## src/rtl/bcd_pkg.sv

```systemverilog
`default_nettype none
// ============================================================================
// Module      : bcd_pkg
// Description : Shared types and constants for the sequential BCD converter.
// Revision    : 1.0
// ============================================================================
package bcd_pkg;

  localparam int DIGIT_W = 4;
  localparam logic [DIGIT_W-1:0] ADJ_THRESH = 4'd5;
  localparam logic [DIGIT_W-1:0] ADJ_ADD    = 4'd3;

  typedef enum logic [1:0] {
    IDLE   = 2'd0,
    SHIFT  = 2'd1,
    FINISH = 2'd2
  } state_t;

  function automatic logic [63:0] pow10(input int n);
    logic [63:0] r;
    r = 64'd1;
    for (int i = 0; i < n; i++) r = r * 64'd10;
    return r;
  endfunction

endpackage
`default_nettype wire

```

## src/rtl/bcd_digit_adj.sv

```systemverilog
`default_nettype none
// ============================================================================
// Module      : bcd_digit_adj
// Description : One BCD column correction: add 3 when the digit is 5 or more.
// Revision    : 1.0
// ============================================================================
module bcd_digit_adj
  import bcd_pkg::*;
(
  input  logic [DIGIT_W-1:0] i_digit,
  output logic [DIGIT_W-1:0] o_digit
);

  always_comb begin
    o_digit = i_digit;
    if (i_digit >= ADJ_THRESH) o_digit = i_digit + ADJ_ADD;
  end

endmodule
`default_nettype wire

```

## src/rtl/seq_bin_to_bcd.sv

```systemverilog
`default_nettype none
// ============================================================================
// Module      : seq_bin_to_bcd
// Description : Sequential double-dabble converter, one shift/adjust per clock.
// Revision    : 1.0
// ============================================================================
module seq_bin_to_bcd
  import bcd_pkg::*;
#(
  parameter int WIDTH  = 16,
  parameter int DIGITS = 5
) (
  input  logic                     clk,
  input  logic                     rst_n,
  input  logic                     i_start,
  input  logic [WIDTH-1:0]         i_bin,
  output logic                     o_busy,
  output logic                     o_done,
  output logic [DIGIT_W*DIGITS-1:0] o_bcd
);

  localparam int CNT_W = $clog2(WIDTH + 1);
  localparam int BCD_W = DIGIT_W * DIGITS;
  localparam logic [CNT_W-1:0] LAST_ITER = CNT_W'(WIDTH - 1);

  // Too few digits would silently truncate the largest inputs.
  if (pow10(DIGITS) <= ((64'd1 << WIDTH) - 64'd1)) begin : g_digits_check
    $error("seq_bin_to_bcd: DIGITS too small for WIDTH");
  end

  state_t             r_state, w_state_nxt;
  logic [CNT_W-1:0]   r_cnt, w_cnt_nxt;
  logic [BCD_W-1:0]   r_scratch, w_scratch_nxt;
  logic [WIDTH-1:0]   r_bin, w_bin_nxt;
  logic [BCD_W-1:0]   r_bcd, w_bcd_nxt;
  logic               r_busy, w_busy_nxt;
  logic               r_done, w_done_nxt;
  logic [BCD_W-1:0]   w_adj;
  logic [BCD_W+WIDTH-1:0] w_shift;

  for (genvar g = 0; g < DIGITS; g++) begin : g_adj
    bcd_digit_adj u_adj (
      .i_digit (r_scratch[g*DIGIT_W +: DIGIT_W]),
      .o_digit (w_adj[g*DIGIT_W +: DIGIT_W])
    );
  end

  // Adjusted scratch and the remaining binary shift together as one register.
  assign w_shift = {w_adj, r_bin} << 1;

  always_comb begin
    w_state_nxt   = r_state;
    w_cnt_nxt     = r_cnt;
    w_scratch_nxt = r_scratch;
    w_bin_nxt     = r_bin;
    w_bcd_nxt     = r_bcd;
    w_busy_nxt    = r_busy;
    w_done_nxt    = 1'b0;
    case (r_state)
      IDLE: begin
        if (i_start) begin
          w_bin_nxt     = i_bin;
          w_scratch_nxt = '0;
          w_cnt_nxt     = '0;
          w_busy_nxt    = 1'b1;
          w_state_nxt   = SHIFT;
        end
      end
      SHIFT: begin
        w_scratch_nxt = w_shift[BCD_W+WIDTH-1:WIDTH];
        w_bin_nxt     = w_shift[WIDTH-1:0];
        w_cnt_nxt     = r_cnt + CNT_W'(1);
        if (r_cnt == LAST_ITER) w_state_nxt = FINISH;
      end
      FINISH: begin
        w_bcd_nxt   = r_scratch;
        w_done_nxt  = 1'b1;
        w_busy_nxt  = 1'b0;
        w_state_nxt = IDLE;
      end
      default: w_state_nxt = IDLE;
    endcase
  end

  always_ff @(posedge clk or negedge rst_n) begin
    if (!rst_n) begin
      r_state   <= IDLE;
      r_cnt     <= '0;
      r_scratch <= '0;
      r_bin     <= '0;
      r_bcd     <= '0;
      r_busy    <= 1'b0;
      r_done    <= 1'b0;
    end else begin
      r_state   <= w_state_nxt;
      r_cnt     <= w_cnt_nxt;
      r_scratch <= w_scratch_nxt;
      r_bin     <= w_bin_nxt;
      r_bcd     <= w_bcd_nxt;
      r_busy    <= w_busy_nxt;
      r_done    <= w_done_nxt;
    end
  end

  assign o_busy = r_busy;
  assign o_done = r_done;
  assign o_bcd  = r_bcd;

endmodule
`default_nettype wire
```

## config.mk

```make
export PLATFORM = sky130hd
export DESIGN_NAME = seq_bin_to_bcd
export DESIGN_NICKNAME = d
export VERILOG_FILES = /design/src/rtl/bcd_pkg.sv /design/src/rtl/bcd_digit_adj.sv /design/src/rtl/seq_bin_to_bcd.sv
export SDC_FILE = /design/constraint.sdc
export NUM_CORES = 1
export LEC_CHECK = 0
export CAP_MARGIN = 25
export CORE_MARGIN = 2
export CORE_UTILIZATION = 51
export CTS_BUF_LIST = sky130_fd_sc_hd__clkbuf_4
export CTS_CLUSTER_DIAMETER = 50
export DETAILED_ROUTE_END_ITERATION = 10
export HOLD_SLACK_MARGIN = 0.02
export PLACE_DENSITY = 0.87
export SLEW_MARGIN = 40
export SYNTH_ARGS = -nofsm -noshare
export SYNTH_HDL_FRONTEND = slang
export SYNTH_HIERARCHICAL = 1
export SYNTH_SLANG_ARGS = --single-unit
```

## constraint.sdc

```tcl
create_clock -name clk -period 1.25 [get_ports clk]
set_clock_uncertainty 0.05 [all_clocks]
set_input_delay 0.25 -clock clk [delete_from_list [all_inputs] [get_ports clk]]
set_output_delay 0.25 -clock clk [all_outputs]
set_load 0.005 [all_outputs]
```

Word level (Yosys, flattened, before mapping)

Cells that the tools add are included.
Widths: inputs -> output; s select.

Register bits after elaboration: 65
Input port bits: 19
Output and inout port bits: 22

Add/sub/neg operators: 6
$lt $le $gt $ge: 5
Equal/unequal tests: 5
Muxes and demuxes: 17
Reductions and logical operators: 6

Operator list:

| kind                | number |
|---|---|
| $pmux 20 s2         | 1 |
| $pmux 16 s2         | 1 |
| $ge 4x3->1 const B  | 5 |
| $mux 20             | 1 |
| $add 4x2->4 const B | 4 |
| $mux 16             | 1 |
| $mux 4              | 4 |
| $pmux 5 s2          | 1 |
| $reduce_and 2->1    | 3 |
| $add 5x1->5 const B | 1 |
| $eq 5x4->1 const B  | 1 |
| $mux 5              | 1 |
| $mux 2              | 2 |
| $ne 2x2->1 const B  | 2 |
| $pmux 2 s2          | 1 |
| $reduce_bool 2->1   | 2 |
| $add 3x2->3 const B | 1 |
| $mux 3              | 1 |
| $eq 2x1->1 const B  | 1 |
| $eq 2x2->1 const B  | 1 |
| $logic_not 2->1     | 1 |
| $mux 1              | 2 |
| $pmux 1 s2          | 1 |

Logic depth before layout (Yosys ltp)

Gate-level depths: netlist of the first run.

Word-level depth: 3
Mapped depth: 7

Hierarchy

The synthesis of the first run kept the hierarchy.

By module, submodules not included:

| module         | times used | cells an instance | area each (um^2) | sequential area each (um^2) |
|---|---|---|---|---|
| seq_bin_to_bcd | 1          | 236               | 2,600.0          | 1,626.6 |
| bcd_digit_adj  | 5          | 16                | 101.3            | 0.0 |

Worst setup path after synthesis of the first run

No wires, ideal clock.

Kind: flip-flop to flip-flop
From: register r_state[0]
To: register r_bcd[10], in the netlist o_bcd[10]
Library setup time: 125 ps
Arrival: 1,187 ps
Data required time: 1,075 ps
Setup slack: -112 ps
Cell stages (with the launch flop): 4
Path buffers: 1
Path through: dfrtp_1 nor2b_1 buf_4 mux2_2

Word-level cells in the longest chain between the ends: 1

RTL lines:

| item                     | RTL line             | text |
|---|---|---|
| start: declaration       | seq_bin_to_bcd.sv:31 | `state_t r_state, w_state_nxt;` |
| start signal: assignment | seq_bin_to_bcd.sv:95 | `r_state <= w_state_nxt;` |
| $eq 2x2->1               | seq_bin_to_bcd.sv:59 | `case (r_state)` |
| end signal: assignment   | seq_bin_to_bcd.sv:99 | `r_bcd <= w_bcd_nxt;` |
| end: declaration         | seq_bin_to_bcd.sv:35 | `logic [BCD_W-1:0] r_bcd, w_bcd_nxt;` |

No other way between the ends.
A chain may end at the register's enable or synchronous reset.

Final worst setup path of the first run

From: register r_state[0]
To: register r_scratch[12]

Word-level cells in the longest chain between the ends: 3

RTL lines:

| item                                                             | RTL line             | text |
|---|---|---|
| $eq 2x1->1 / $logic_not 2->1 (equally long branches)             | seq_bin_to_bcd.sv:59 |  |
| $reduce_bool 2->1 (no line) / $ne 2x2->1 (equally long branches) | n/a                  |  |
| $reduce_and 2->1 (no line)                                       | n/a                  |  |
| end signal: assignment                                           | seq_bin_to_bcd.sv:97 | `r_scratch <= w_scratch_nxt;` |
| end: declaration                                                 | seq_bin_to_bcd.sv:33 | `logic [BCD_W-1:0] r_scratch, w_scratch_nxt;` |

Several ways; a longest one is shown, not always the timed one.

==> flow_summary.json, run 1 <==
{
  "status": "finished, violations left",
  "violations": "setup timing",
  "fin_crit_sh": 1.14,
  "intPower_mw": 7.28,
  "slowest_delay_ns": 0.45,
  "grt_pass1_wl_mm": 11.5,
  "grt_max_degree": 66,
  "cp.arrival_ns": 1.68,
  "fmax_mhz": 703,
  "drive_above_1_share": 0.397,
  "track_usage": 0.230,
  "nets": 443,
  "synthCells": 312,
  "antenna_cells": 0,
  "hp-class": "in -> reg",
  "die_h_um": 81.8,
  "p_per_area_mw_per_mm2": 2650,
  "wl_per_cell_um": 15.9,
  "vdd_drop_max_uv": 1330,
  "placed_cells": 451,
  "via_per_inst": 5.41,
  "cts.sinks": 65,
  "nFillCells": 372,
  "cp_top_family": "simple AND/OR/NAND/NOR gates",
  "maxSlewViolCount": 0,
  "synth_nets": 343,
  "hold_path_startpoint": "i_bin[0]",
  "pwr-share-seq": 0.333,
  "cts_buffer_depth": 2,
  "wl_mm": 7.79,
  "numCtsBuffers": 9,
  "cts_max_level": 3,
  "path_class": "reg -> reg",
  "synthToLayoutAreaGrowth_pct": 42.5,
  "p_leak_nw": 2.13,
  "root_buffer": "clkbuf_4",
  "p_comb_frac": 0.532,
  "worst_pin_slew_ns": 0.337,
  "final.setup.tns_ns": -7.09,
  "startpoint_type": "flop",
  "grt_setup_unrepaired": "yes",
  "chipWidth_um": 81.8,
  "pwr-share-clk": 0.135,
  "yosysWarnings": 6,
  "vias": 2657,
  "antenna_left": 0,
  "cp-end-kind": "flop",
  "grt_pass1_vias": 2534,
  "cpMaxStageDelayCell": "dfrtp_1",
  "die-area_sq_mm": 0.00669,
  "p_sw_mw": 4.37,
  "cp_cell_sequence": "or3b_4 -> clkbuf_16 -> nand3_1 -> nand2_1",
  "setup_viol": 66,
  "grt-ovfl-total": 0,
  "drt-pass1-iter-count": 4,
  "start_util": 0.524,
  "reg2reg_from": "r_state[0]",
  "worst_slack_ns": -0.172,
  "path_max_fanout": 15,
  "clk_pin_slew_ns": 0.11,
  "p_sw_frac": 0.375,
  "relSlewSlack": 0.775,
  "gp_congestion": 0.769,
  "num_rows": 28,
  "final_cell_area_sq_mm": 0.00440,
  "tritoncts": "yes",
  "cp_num_buf_inv": 1,
  "finalCriticalPeriod_ns": 1.42,
  "dpl-instance-area_sq_mm": 0.00391,
  "avgSynthCellArea_sq_um": 9.89,
  "place_hpwl_mm": 4.24,
  "core_sq_mm": 0.00589,
  "antenna_found_initial": 0,
  "finalHoldViolations": 0,
  "drt_iter0_drc": 121,
  "cp.required_ns": 1.51,
  "max_cap_violations": 0,
  "synthesis.area_sq_mm": 0.00309,
  "io_buffers": 40,
  "clock_latency_ns": 0.43,
  "instances_no_fill": 491,
  "pre_cts_ws_ns": -0.472,
  "worstSetupStartpoint": "r_state[0]",
  "ios": 41,
  "drc": 0
}
## power by group through the flow
stage	registers (mW)	logic [mW]	clock network (mW)
after global placement	3.78	4.86	0
final	3.89	6.20	1.57
after CTS	3.82	5.68	1.60
after detailed placement	3.83	5.15	0
after floorplan	3.78	3.05	0
after global routing	3.98	6.81	1.70
## cell usage in the layout (no fill, tap or decap), types with 3 or more instances in the layout
cell type / n
mux2_2: 8
inv_1: 7
buf_2: 23
a21oi_4: 5
mux2i_1: 6
o21ai_0: 4
buf_4: 50
nand2_1: 63
nand2b_4: 7
dfrtp_1: 65
buf_6: 8
buf_12: 3
inv_2: 6
xnor2_1: 5
ha_2: 6
clkbuf_4: 11
o22ai_2: 3
ha_4: 6
o21ai_1: 8
clkdlybuf4s50_1: 17
o22ai_1: 10
nand2b_1: 5
nor2_1: 31
mux2_4: 12
nand3_1: 23
## worst register-to-register path, stage by stage (launching register included)
cell and delay [ns]:
dfrtp_1 0.45, or3b_4 0.44, clkbuf_16 0.20, nand3_1 0.10, nand2_1 0.07
## worst paths after layout
check	end	slack, ns	cells past startpoint
worst max-delay path	r_scratch[12]	-0.17	4
worst min-delay path	r_bin[0]	0.30	3
worst max register to register	r_scratch[12]	-0.17	4
worst min register to register	o_bcd[17]	0.47	1
max in group asynchronous	r_scratch[1]	0.55	3
min in group asynchronous	o_bcd[2]	0.33	3
## through the flow
step | utilization | power, mW | hold slack [ns]
after floorplan | - | 6.82 | -0.0956
after global placement | 0.665 | 8.64 | 0.238
after detailed placement | 0.665 | 8.98 | 0.245
after CTS | 0.720 | 11.1 | 0.276
after global routing | 0.747 | 12.5 | 0.296
final | 0.747 | 11.7 | 0.298
## flip-flops by register name, summed over array words and instances (netlist names)
name	count
r_cnt	5
r_scratch	20
o_busy	1
o_bcd	20
r_state	2
o_done	1
r_bin	16
## cell type report
| cell class | instances | area (sq um) | share of cell area |
|---|---|---|---|
| multi-input cells | 220 | 1630 | 0.371 |
| flip-flops and latches | 65 | 1630 | 0.370 |
| repair buffers | 103 | 846 | 0.192 |
| well taps | 75 | 93.8 | 0.0213 |
| clock buffers | 11 | 82.6 | 0.0188 |
| clock inverters | 4 | 68.8 | 0.0156 |
| inverters | 13 | 48.8 | 0.0111 |
## per-layer routing
layer,part of all wire,global-route usage,wire [um]
met4,0.013,0.0733,102
met3,0.050,0.0670,393
met1,0.39,0.259,3080
met5,0,0,0
met2,0.54,0.419,4220
## what timing repair did
item,4_1_cts,5_1_grt
pin swaps,10,9
gates cloned,0,2
resized for setup,125,17
endpoints found under the setup margin,85,84
endpoints found under the hold margin,65,0
hold buffers,1,0
setup buffers,14,9
Power figures use the tool's default switching activity.
==> run 2: changes to the inputs <==
--- a/config.mk
+++ b/config.mk
@@ -5,15 +5,16 @@
 export SDC_FILE = /design/constraint.sdc
 export NUM_CORES = 1
 export LEC_CHECK = 0
-export CAP_MARGIN = 25
+export CAP_MARGIN = 20
+export CELL_PAD_IN_SITES_DETAIL_PLACEMENT = 0
+export CELL_PAD_IN_SITES_GLOBAL_PLACEMENT = 2
 export CORE_MARGIN = 2
-export CORE_UTILIZATION = 51
+export CORE_UTILIZATION = 32
 export CTS_BUF_LIST = sky130_fd_sc_hd__clkbuf_4
 export CTS_CLUSTER_DIAMETER = 50
 export DETAILED_ROUTE_END_ITERATION = 10
 export HOLD_SLACK_MARGIN = 0.02
-export PLACE_DENSITY = 0.87
-export SLEW_MARGIN = 40
+export PLACE_DENSITY = 0.86
 export SYNTH_ARGS = -nofsm -noshare
 export SYNTH_HDL_FRONTEND = slang
 export SYNTH_HIERARCHICAL = 1
==> run 2 against run 1 <==
- the run still ends with setup timing left
- critical endpoint is now r_scratch[18]
- setup slack better by 0.017 ns
- first-iteration DRC count up 21%
- non-clock buffer count up 2
- count of clock-buffer cells in the layout down 2
- critical path depth up 2
- global-route usage down 8.3 points
==> flow_summary.json, run 2 (synthesis gave the netlist of run 1 again) <==
{
  "cp.arrival_ns": 1.71,
  "drt-pass1-iter-count": 4,
  "tritoncts": "yes",
  "vias": 2509,
  "startpoint_type": "flop",
  "path_max_fanout": 3,
  "place_hpwl_mm": 4.34,
  "cts_max_level": 3,
  "layout_commonest_cell": "dfrtp_1",
  "wl_mm": 7.27,
  "vdd_drop_max_uv": 835,
  "final.setup.tns_ns": -4.83,
  "p_comb_frac": 0.514,
  "die_h_um": 102,
  "cts_buffer_depth": 2,
  "grt_setup_unrepaired": "yes",
  "maxSlewViolCount": 0,
  "drive_above_1_share": 0.443,
  "chipWidth_um": 102,
  "intPower_mw": 7.81,
  "grt_pass1_wl_mm": 12.1,
  "pwr-share-clk": 0.168,
  "grt-ovfl-total": 0,
  "relSlewSlack": 0.761,
  "root_buffer": "clkbuf_4",
  "grt_max_degree": 66,
  "wl_per_cell_um": 13.3,
  "drc": 0,
  "regToRegSetupSlack_ns": -0.16,
  "worst_slack_ns": -0.155,
  "worst_pin_slew_ns": 0.359,
  "clk_pin_slew_ns": 0.12,
  "antenna_found_initial": 0,
  "hp-class": "in -> reg",
  "violations": "setup timing",
  "cts.sinks": 65,
  "mostFrequentLayoutCells": "64 x dfrtp_1, 63 x nand2_1, 54 x buf_4",
  "die-area_sq_mm": 0.0104,
  "antenna_left": 0,
  "path_class": "reg -> reg",
  "nets": 444,
  "p_per_area_mw_per_mm2": 2630,
  "utilization": 0.499,
  "numCtsBuffers": 9,
  "clock_latency_ns": 0.41,
  "io_buffers": 40,
  "ios": 41,
  "fin_crit_sh": 1.12,
  "cp-end-kind": "flop",
  "setup_viol": 61,
  "finalHoldViolations": 0,
  "grt_pass1_vias": 2595,
  "p_leak_nw": 2.18,
  "antenna_cells": 0,
  "finalCriticalPeriod_ns": 1.41,
  "pre_cts_ws_ns": -0.485,
  "p_sw_frac": 0.358,
  "via_per_inst": 4.59,
  "cp.required_ns": 1.56,
  "start_util": 0.332,
  "synthToLayoutAreaGrowth_pct": 50.0,
  "max_cap_violations": 0,
  "status": "finished, violations left",
  "track_usage": 0.148,
  "pwr-share-seq": 0.318,
  "num_rows": 35,
  "instances_no_fill": 547,
  "p_sw_mw": 4.36,
  "placed_cells": 505,
  "fmax_mhz": 712,
  "drt_iter0_drc": 146,
  "core_sq_mm": 0.00928,
  "gp_congestion": 0.796
}
run 2: changes by cell type in the layout (fill, tap and decap cells not counted), sizes merged:
cell / change
clkbuf: -1
clkinv: -1
clkinvlp: +1
o21ba: -1
buf: +1
bufinv: +2
inv: +1
run 2: area by class of cell:
class                      instances  area (sq um)
timing repair buffer             105           866
multi-input combinational        219          1720
tap                              129           161
fill                             873          4650
clock inverter                     7           141
inverter                          13          48.8
sequential                        65          1630
clock buffer                       9          67.6
run 2: timing repair:
item,in CTS,in global routing
gates cloned,0,1
endpoints found under the setup margin,84,83
pin swaps,5,8
endpoints found under the hold margin,65,0
buffers inserted,17,7
gates resized for setup,116,41
hold buffers,1,0
run 2: final timing paths:
check	from	end	cells after the start
worst max-delay path	r_scratch[16]	r_scratch[18]	6
worst min-delay path	i_bin[0]	r_bin[0]	3
worst max register to register	r_scratch[16]	r_scratch[18]	6
worst min register to register	r_cnt[3]	r_cnt[3]	1
max in group asynchronous	rst_n	r_scratch[4]	3
min in group asynchronous	rst_n	o_bcd[8]	3
run 2: power by group through the flow:
stage / Sequential, mW / Combinational [mW] / Clock (mW)
finish: 3.87 / 6.26 / 2.04
global route: 4.00 / 7.00 / 2.19
CTS: 3.79 / 5.66 / 2.12
detailed placement: 3.82 / 5.16 / 0
global placement: 3.79 / 5.00 / 0
floorplan: 3.78 / 3.05 / 0
run 2: per-layer routing:
layer / share of wire / track usage
met1: 0.46 / 0.189
met2: 0.50 / 0.254
met3: 0.024 / 0.0212
met4: 0.015 / 0.0585
met5: 0 / 0
run 2: worst max-delay path: stages (launching register included):
cell,delay [ns]
dfrtp_1,0.44
ha_4,0.17
nand2b_4,0.15
a21oi_4,0.18
mux2i_1,0.23
nand2_1,0.07
nand2_1,0.05
run 2: stage by stage:
| step | cell area, sq um | power, mW | hold WS (ns) |
|---|---|---|---|
| global route | 4630 | 13.2 | 0.319 |
| finish | 4630 | 12.2 | 0.304 |
| global placement | 3990 | 8.78 | 0.248 |
| detailed placement | 3990 | 8.98 | 0.251 |
| floorplan | 3200 | 6.82 | -0.0956 |
| CTS | 4370 | 11.6 | 0.279 |
==> run 3: changes to the inputs <==
--- a/config.mk
+++ b/config.mk
@@ -15,6 +15,8 @@
 export DETAILED_ROUTE_END_ITERATION = 10
 export HOLD_SLACK_MARGIN = 0.02
 export PLACE_DENSITY = 0.86
+export SETUP_SLACK_MARGIN = 0.15
+export SKIP_LAST_GASP = 1
 export SYNTH_ARGS = -nofsm -noshare
 export SYNTH_HDL_FRONTEND = slang
 export SYNTH_HIERARCHICAL = 1
==> run 3 against run 2 <==
- the run still ends with setup timing left
- hold slack lost 0.0050 ns
- critical path type unchanged
- first-iteration DRC count shrank 21%
- final cell count grew 0.18%
- setup slack lost 0.032 ns
- highest routed layer unchanged
- wire length grew 0.62%
- critical path depth shrank 2
- via count grew 1.6%
- clock power shrank 33%
- count of clock-buffer cells in the layout grew 2
==> flow_summary.json, run 3 (synthesis gave the netlist of run 1 again) <==
{
  "antenna_cells": 0,
  "vdd_drop_max_uv": 976,
  "p_per_area_mw_per_mm2": 2510,
  "status": "finished, violations left",
  "drc": 0,
  "cts.sinks": 65,
  "numCtsBuffers": 9,
  "via_per_inst": 4.65,
  "cp-end-kind": "flop",
  "placed_cells": 504,
  "clock_latency_ns": 0.42,
  "track_usage": 0.142,
  "fmax_mhz": 696,
  "startpoint_type": "flop",
  "nFillCells": 867,
  "path_class": "reg -> reg",
  "clk_pin_slew_ns": 0.11,
  "root_buffer": "clkbuf_4",
  "core_sq_mm": 0.00928,
  "gp_congestion": 0.757,
  "vias": 2549,
  "cp.arrival_ns": 1.71,
  "nets": 445,
  "regToRegSetupSlack_ns": -0.19,
  "num_rows": 35,
  "antenna_left": 0,
  "die_h_um": 102,
  "worst_slack_ns": -0.187,
  "cts_max_level": 3,
  "place_hpwl_mm": 4.19,
  "holdWs_ns": 0.299,
  "path_max_fanout": 19,
  "wl_mm": 7.32,
  "cp.required_ns": 1.52,
  "p_leak_nw": 2.18,
  "start_util": 0.332,
  "instances_no_fill": 548,
  "synthToLayoutAreaGrowth_pct": 48.5,
  "worst_pin_slew_ns": 0.365,
  "finalCriticalPeriod_ns": 1.44,
  "grt_pass1_vias": 2431,
  "max_cap_violations": 0,
  "chipWidth_um": 102,
  "layout_commonest_cell": "dfrtp_1",
  "violations": "setup timing",
  "grt_max_degree": 66,
  "drt-pass1-iter-count": 4,
  "ios": 41,
  "tritoncts": "yes",
  "grt_setup_unrepaired": "yes",
  "die-area_sq_mm": 0.0104,
  "drt_iter0_drc": 115,
  "antenna_found_initial": 0,
  "maxSlewViolCount": 0,
  "grt_pass1_wl_mm": 11.4,
  "setup_viol": 62,
  "dpl-instance-area_sq_mm": 0.00402,
  "grt-ovfl-total": 0,
  "mostFrequentLayoutCells": "65 x dfrtp_1, 62 x nand2_1, 47 x buf_4",
  "io_buffers": 40,
  "finalHoldViolations": 0,
  "wl_per_cell_um": 13.4,
  "cts_buffer_depth": 2,
  "relSlewSlack": 0.757,
  "drive_above_1_share": 0.418,
  "hp-class": "in -> async",
  "fin_crit_sh": 1.15,
  "final_cell_area_sq_mm": 0.00458
}
==> run 3: changes by cell type in the layout (fill, tap and decap cells not counted), sizes merged <==
cell      delta
buf          -2
bufinv       -3
clkbuf       +5
clkinv       +3
clkinvlp     -1
inv          -1
==> run 3: what timing repair did <==
item / 4_1_cts / 5_1_grt
hold buffers: 1 / 0
setup buffers: 15 / 7
hold endpoints to repair: 65 / 0
gates resized for setup: 113 / 29
gates cloned: 0 / 5
endpoints found under the setup margin: 85 / 86
pin swaps: 7 / 17
==> run 3: path summary, 6_finish.rpt <==
check / startpoint / end / cells after the start
max in group asynchronous: rst_n / r_bin[11] / 3
min in group clk: i_bin[0] / r_bin[0] / 3
worst max-delay path: r_state[1] / r_bin[6] / 4
worst min register to register: r_cnt[3] / r_cnt[3] / 1
worst max register to register: r_state[1] / r_bin[6] / 4
worst min-delay path: rst_n / o_bcd[10] / 3
==> run 3: cell type report <==
class / instances / area, sq um / share of cell area
Clock inverter: 5 / 46.3 / 0.0101
Inverter: 13 / 48.8 / 0.0106
Multi-Input combinational cell: 219 / 1660 / 0.362
Sequential cell: 65 / 1630 / 0.355
Clock buffer: 11 / 82.6 / 0.0180
Tap cell: 129 / 161 / 0.0352
Timing Repair Buffer: 106 / 957 / 0.209
==> run 3: where the power goes <==
group	switching, mW	internal (mW)	leakage (nW)
sequential	0.766	3.07	0.785
combinational	2.70	3.58	1.32
clock	0.740	0.633	0.0734
==> run 3: worst max-delay path: stages (launching register included) <==
cell       delay, ns
dfrtp_1         0.43
or3b_4          0.48
clkbuf_16       0.21
o22ai_1         0.11
nor2_1          0.06
==> run 3: metal layers <==
metal	vias to the layer above	share of wire	routed length, um	global-route usage
met5	-	0	0	0
met4	0	0.011	80	0.0400
met3	5	0.041	297	0.0540
met2	50	0.50	3680	0.242
met1	1242	0.45	3260	0.169
li1	1252	-	-	-
==> run 3: per-stage QoR <==
step | TNS [ns] | utilization | worst slack (ns) | total power [mW]
final | -7.94 | 0.494 | -0.187 | 11.5
after CTS | -5.37 | 0.463 | -0.148 | 10.8
after global routing | -11.44 | 0.494 | -0.228 | 12.5
after global placement | -16.23 | 0.433 | -0.418 | 8.80
after floorplan | -2.85 | - | -0.108 | 6.85
after detailed placement | -16.64 | 0.433 | -0.445 | 8.94
==> RTL edit 1, RTL diff (settings of run 3) <==
The 3 states of `state_t` get a one-hot encoding in 3 bits.
--- a/src/rtl/bcd_pkg.sv
+++ b/src/rtl/bcd_pkg.sv
@@ -10,10 +10,10 @@
   localparam logic [DIGIT_W-1:0] ADJ_THRESH = 4'd5;
   localparam logic [DIGIT_W-1:0] ADJ_ADD    = 4'd3;
 
-  typedef enum logic [1:0] {
-    IDLE   = 2'd0,
-    SHIFT  = 2'd1,
-    FINISH = 2'd2
+  typedef enum logic [2:0] {
+    IDLE   = 3'b001,
+    SHIFT  = 3'b010,
+    FINISH = 3'b100
   } state_t;
 
   function automatic logic [63:0] pow10(input int n);
Formal check against the unedited RTL: same outputs for any inputs over 10 cycles, from zero or initial values and one cycle with rst_n low; not proved beyond that.
==> RTL edit 1 against run 3 <==
Worst setup slack got worse by 100 ps; final cell count is 4.0% lower; core utilization rose by 0.98 points; critical path depth down 1; largest cell class is now registers; the run still ends with negative setup slack left; design area rose by 1.5%; highest routed layer unchanged; die area shrank 0.82%; via count shrank 2.1%; routed wire length is 2.8% higher; critical endpoint is now r_bin[9]; area after synthesis down 0.85%; sequential cell count is 1 higher.
Power is not compared: it rests on default switching activity, and its combinational part moved more than twofold at a synthesized area within 25%.
==> RTL edit 1: results (changes against run 3) <==
failing checks=negative setup slack; drt total wl=7.52 mm (+2.8%); Mean Syn Cell Area=10.9 um2 (+10%); H-tree Lvls=3 (unchanged); CTS Root Buffer Type=clkbuf_4; DRT iter0 DRCs=109 (-5.2%); WHS=310 ps (+11.3 ps); static leakage=2.27 nW; largest net degree at the start of global routing=67 (+1.5%); Max rail drop VDD=0.542 mV; Critical R2R Capture=r_bin[9]; Rel. slew slack=76.2% (+0.52 points); ANT cells=0 (unchanged); Synth Warn #=6 (unchanged); CTS clk-pin slew, worst paths=120 ps; post-route worst setup slack=-291 ps (-104 ps); Final Wtd Congestion=0.752 (-0.57%); Max clock buf depth=2 (unchanged); share of cells above drive strength 1=44.6% (+2.8 points); via count=2,495 (-2.1%); WP data arrival=1800 ps (+90 ps); status=complete, but fails checks; fin nets=423 (-4.9%); vias in the first global route=2,393 (-1.6%); GR Util All Layers=14.2% (-0.034 points); FF-to-FF path depth=3 (-1); Layout Cells excl Fill=526 (-4.0%); CP Max Fanout=7 (-12); number of port buffers=40 (unchanged); hpwl dp=4.29 mm (+2.4%); Clock Latency Late Sink=410 ps; drt pass-1 iters=4 (unchanged); Setup Viol. Count Final=65 (+4.8%); first-pass GRT wire length=11.4 mm (+0.30%); setup TNS=-15,140 ps (-7200 ps); Placed Cells=471 (-6.5%); kind of critical path=flip-flop to flip-flop; syn nets=312 (-9.0%); Reg-to-Reg Start=r_state[2]; cts bufs inserted=9 (unchanged); Worst Hold Class=input port to asynchronous set/reset pin; initial antenna violation count=0 (unchanged)
-- RTL edit 1: layer usage --
layer  GRT usage, %  vias to the layer above  wire length, um  part of all wire [%]
met4           7.07                        0              129                   1.7
li1               -                     1200                -                     -
met5              0                        -                0                     0
met3           2.69                       12              200                   2.7
met1           18.8                     1239             3420                    45
met2           22.3                       44             3770                    50
-- RTL edit 1: area by class of cell --
type	count	area, um2
clock inverters	5	47.5
flip-flops and latches	66	1660
repair buffers	112	1050
clock buffers	11	82.6
fillers	841	4590
well taps	129	161
multi-input cells	191	1610
inverters	12	45.0
-- RTL edit 1: timing repair --
| item | 4_1_cts | 5_1_grt |
|---|---|---|
| hold buffers | 1 | 0 |
| gates resized for setup | 127 | 47 |
| endpoints found under the hold margin | 65 | 0 |
| cloned | 2 | 5 |
| endpoints found under the setup margin | 88 | 88 |
| pin swaps | 19 | 19 |
| buffers inserted | 17 | 14 |
-- RTL edit 1: where the power goes --
part | leakage, nW | switching, mW | internal, mW | total, mW
Combinational | 1.32 | 1.22 | 1.40 | 2.62
Sequential | 0.873 | 0.303 | 2.51 | 2.81
Clock | 0.0757 | 0.755 | 0.637 | 1.39
-- RTL edit 1: worst max-delay path: stages, from the launching register on --
cell and delay (ps):
dfrtp_2 490, or3b_4 520, clkbuf_16 200, a31oi_1 180
-- RTL edit 1: how the worst max path moves through the flow --
stage,to,slack (ps),depth (start not counted)
floorplan,r_scratch[14],-220,5
global placement,r_bin[7],-510,5
detailed placement,r_bin[5],-510,5
CTS,r_bin[5],-260,6
global route,r_bin[9],-360,5
finish,r_bin[9],-290,3
-- RTL edit 1: through the flow --
step	area, um2	power (mW)	setup slack, ps
floorplan	3140	3.99	-220
global placement	3910	4.49	-507
detailed placement	3910	4.54	-507
CTS	4260	6.48	-258
global route	4650	7.21	-365
finish	4650	6.83	-291
==> RTL edit 2, RTL diff (settings of run 3) <==
Made on the original files. `DIGITS`: 5 -> 6.
--- a/src/rtl/seq_bin_to_bcd.sv
+++ b/src/rtl/seq_bin_to_bcd.sv
@@ -8,7 +8,7 @@
   import bcd_pkg::*;
 #(
   parameter int WIDTH  = 16,
-  parameter int DIGITS = 5
+  parameter int DIGITS = 6
 ) (
   input  logic                     clk,
   input  logic                     rst_n,
Ports: changed (resized o_bcd); port bits go from 41 to 45. The function was not compared with the original's and may differ.
==> RTL edit 2 against run 3 <==
The flow still finishes with violations (negative setup slack); sequential power is 9.1% higher; design area is 15% higher; routed wire length is 17% higher; area after synthesis is 16% higher; clock power is 6% higher; total power is 9.1% higher; combinational power is 9.9% higher; critical path depth is 1 higher; sequential cell count is 8 higher; final cell count is 14% higher; worst setup slack worse by 4.1 ps; critical path type unchanged.
==> RTL edit 2: results (changes against run 3) <==
status=complete, but fails checks; failing checks=negative setup slack; via count=2,879 (+13%); Overall Power=12.5 mW (+9.1%); Worst Setup EP=o_bcd[19]; routing usage on met2=23.6% (-0.56 points); Setup Viol. Count Final=71 (+15%); met3 Usage GRT=3.68% (-1.7 points); DP Area=0.00467 mm2 (+16%); static leakage=2.52 nW (+16%); drt total wl=8.57 mm (+17%); vias in the first global route=2,859 (+18%); Final Wtd Congestion=0.761 (+0.61%); fin nets=513 (+15%); Layout Cells excl Fill=625 (+14%); Placed Cells=564 (+12%); Clk pwr share=11.5% (-0.5 points); CTS clk-pin slew, worst paths=130 ps (+20 ps); Mean Syn Cell Area=10.1 um2 (+1.8%); GR Util All Layers=14.2% (-0.070 points); CP Max Fanout=7 (-12); M1 GR Usage=17.8% (+0.91 points); setup TNS=-8090 ps (-148 ps); Max rail drop VDD=0.814 mV (-17%); FF-to-FF path depth=5 (+1); Rel. slew slack=73.1% (-2.6 points); dpl ws=-553 ps (-109 ps); first-pass GRT wire length=13.4 mm (+18%); met3 WL=277 um (-6.7%); Reg-to-Reg Start=r_state[0]; post-route worst setup slack=-191 ps (-4.07 ps); number of port buffers=44 (+10%)
==> RTL edit 2: cell types whose count changed in the layout (fill, tap and decap cells not counted), moves of 7 or more <==
cell | before | now
mux2_4 | 9 | 24
nand2_1 | 62 | 73
buf_4 | 47 | 71
mux2_2 | 11 | 0
dfrtp_1 | 65 | 72
==> RTL edit 2: cell type report <==
class / count / area (um2)
clock inverter: 7 / 61.3
inverter: 17 / 63.8
tap: 140 / 175
clock buffer: 9 / 67.6
sequential: 73 / 1830
fill: 1009 / 5620
timing repair buffer: 131 / 1110
multi-input combinational: 248 / 1960
==> RTL edit 2: timing repair <==
item | in CTS | in global routing
hold endpoints to repair | 73 | 0
resized for setup | 132 | 18
hold buffers | 1 | 0
gates cloned | 0 | 4
setup buffers | 25 | 15
setup endpoints to repair | 98 | 99
pin swaps | 9 | 9
==> RTL edit 2: critical path, cell delays in order, from the launching register on <==
cell and delay (ps):
dfrtp_1 410, buf_6 150, nor2b_4 130, buf_12 140, clkbuf_16 160, mux2_4 300
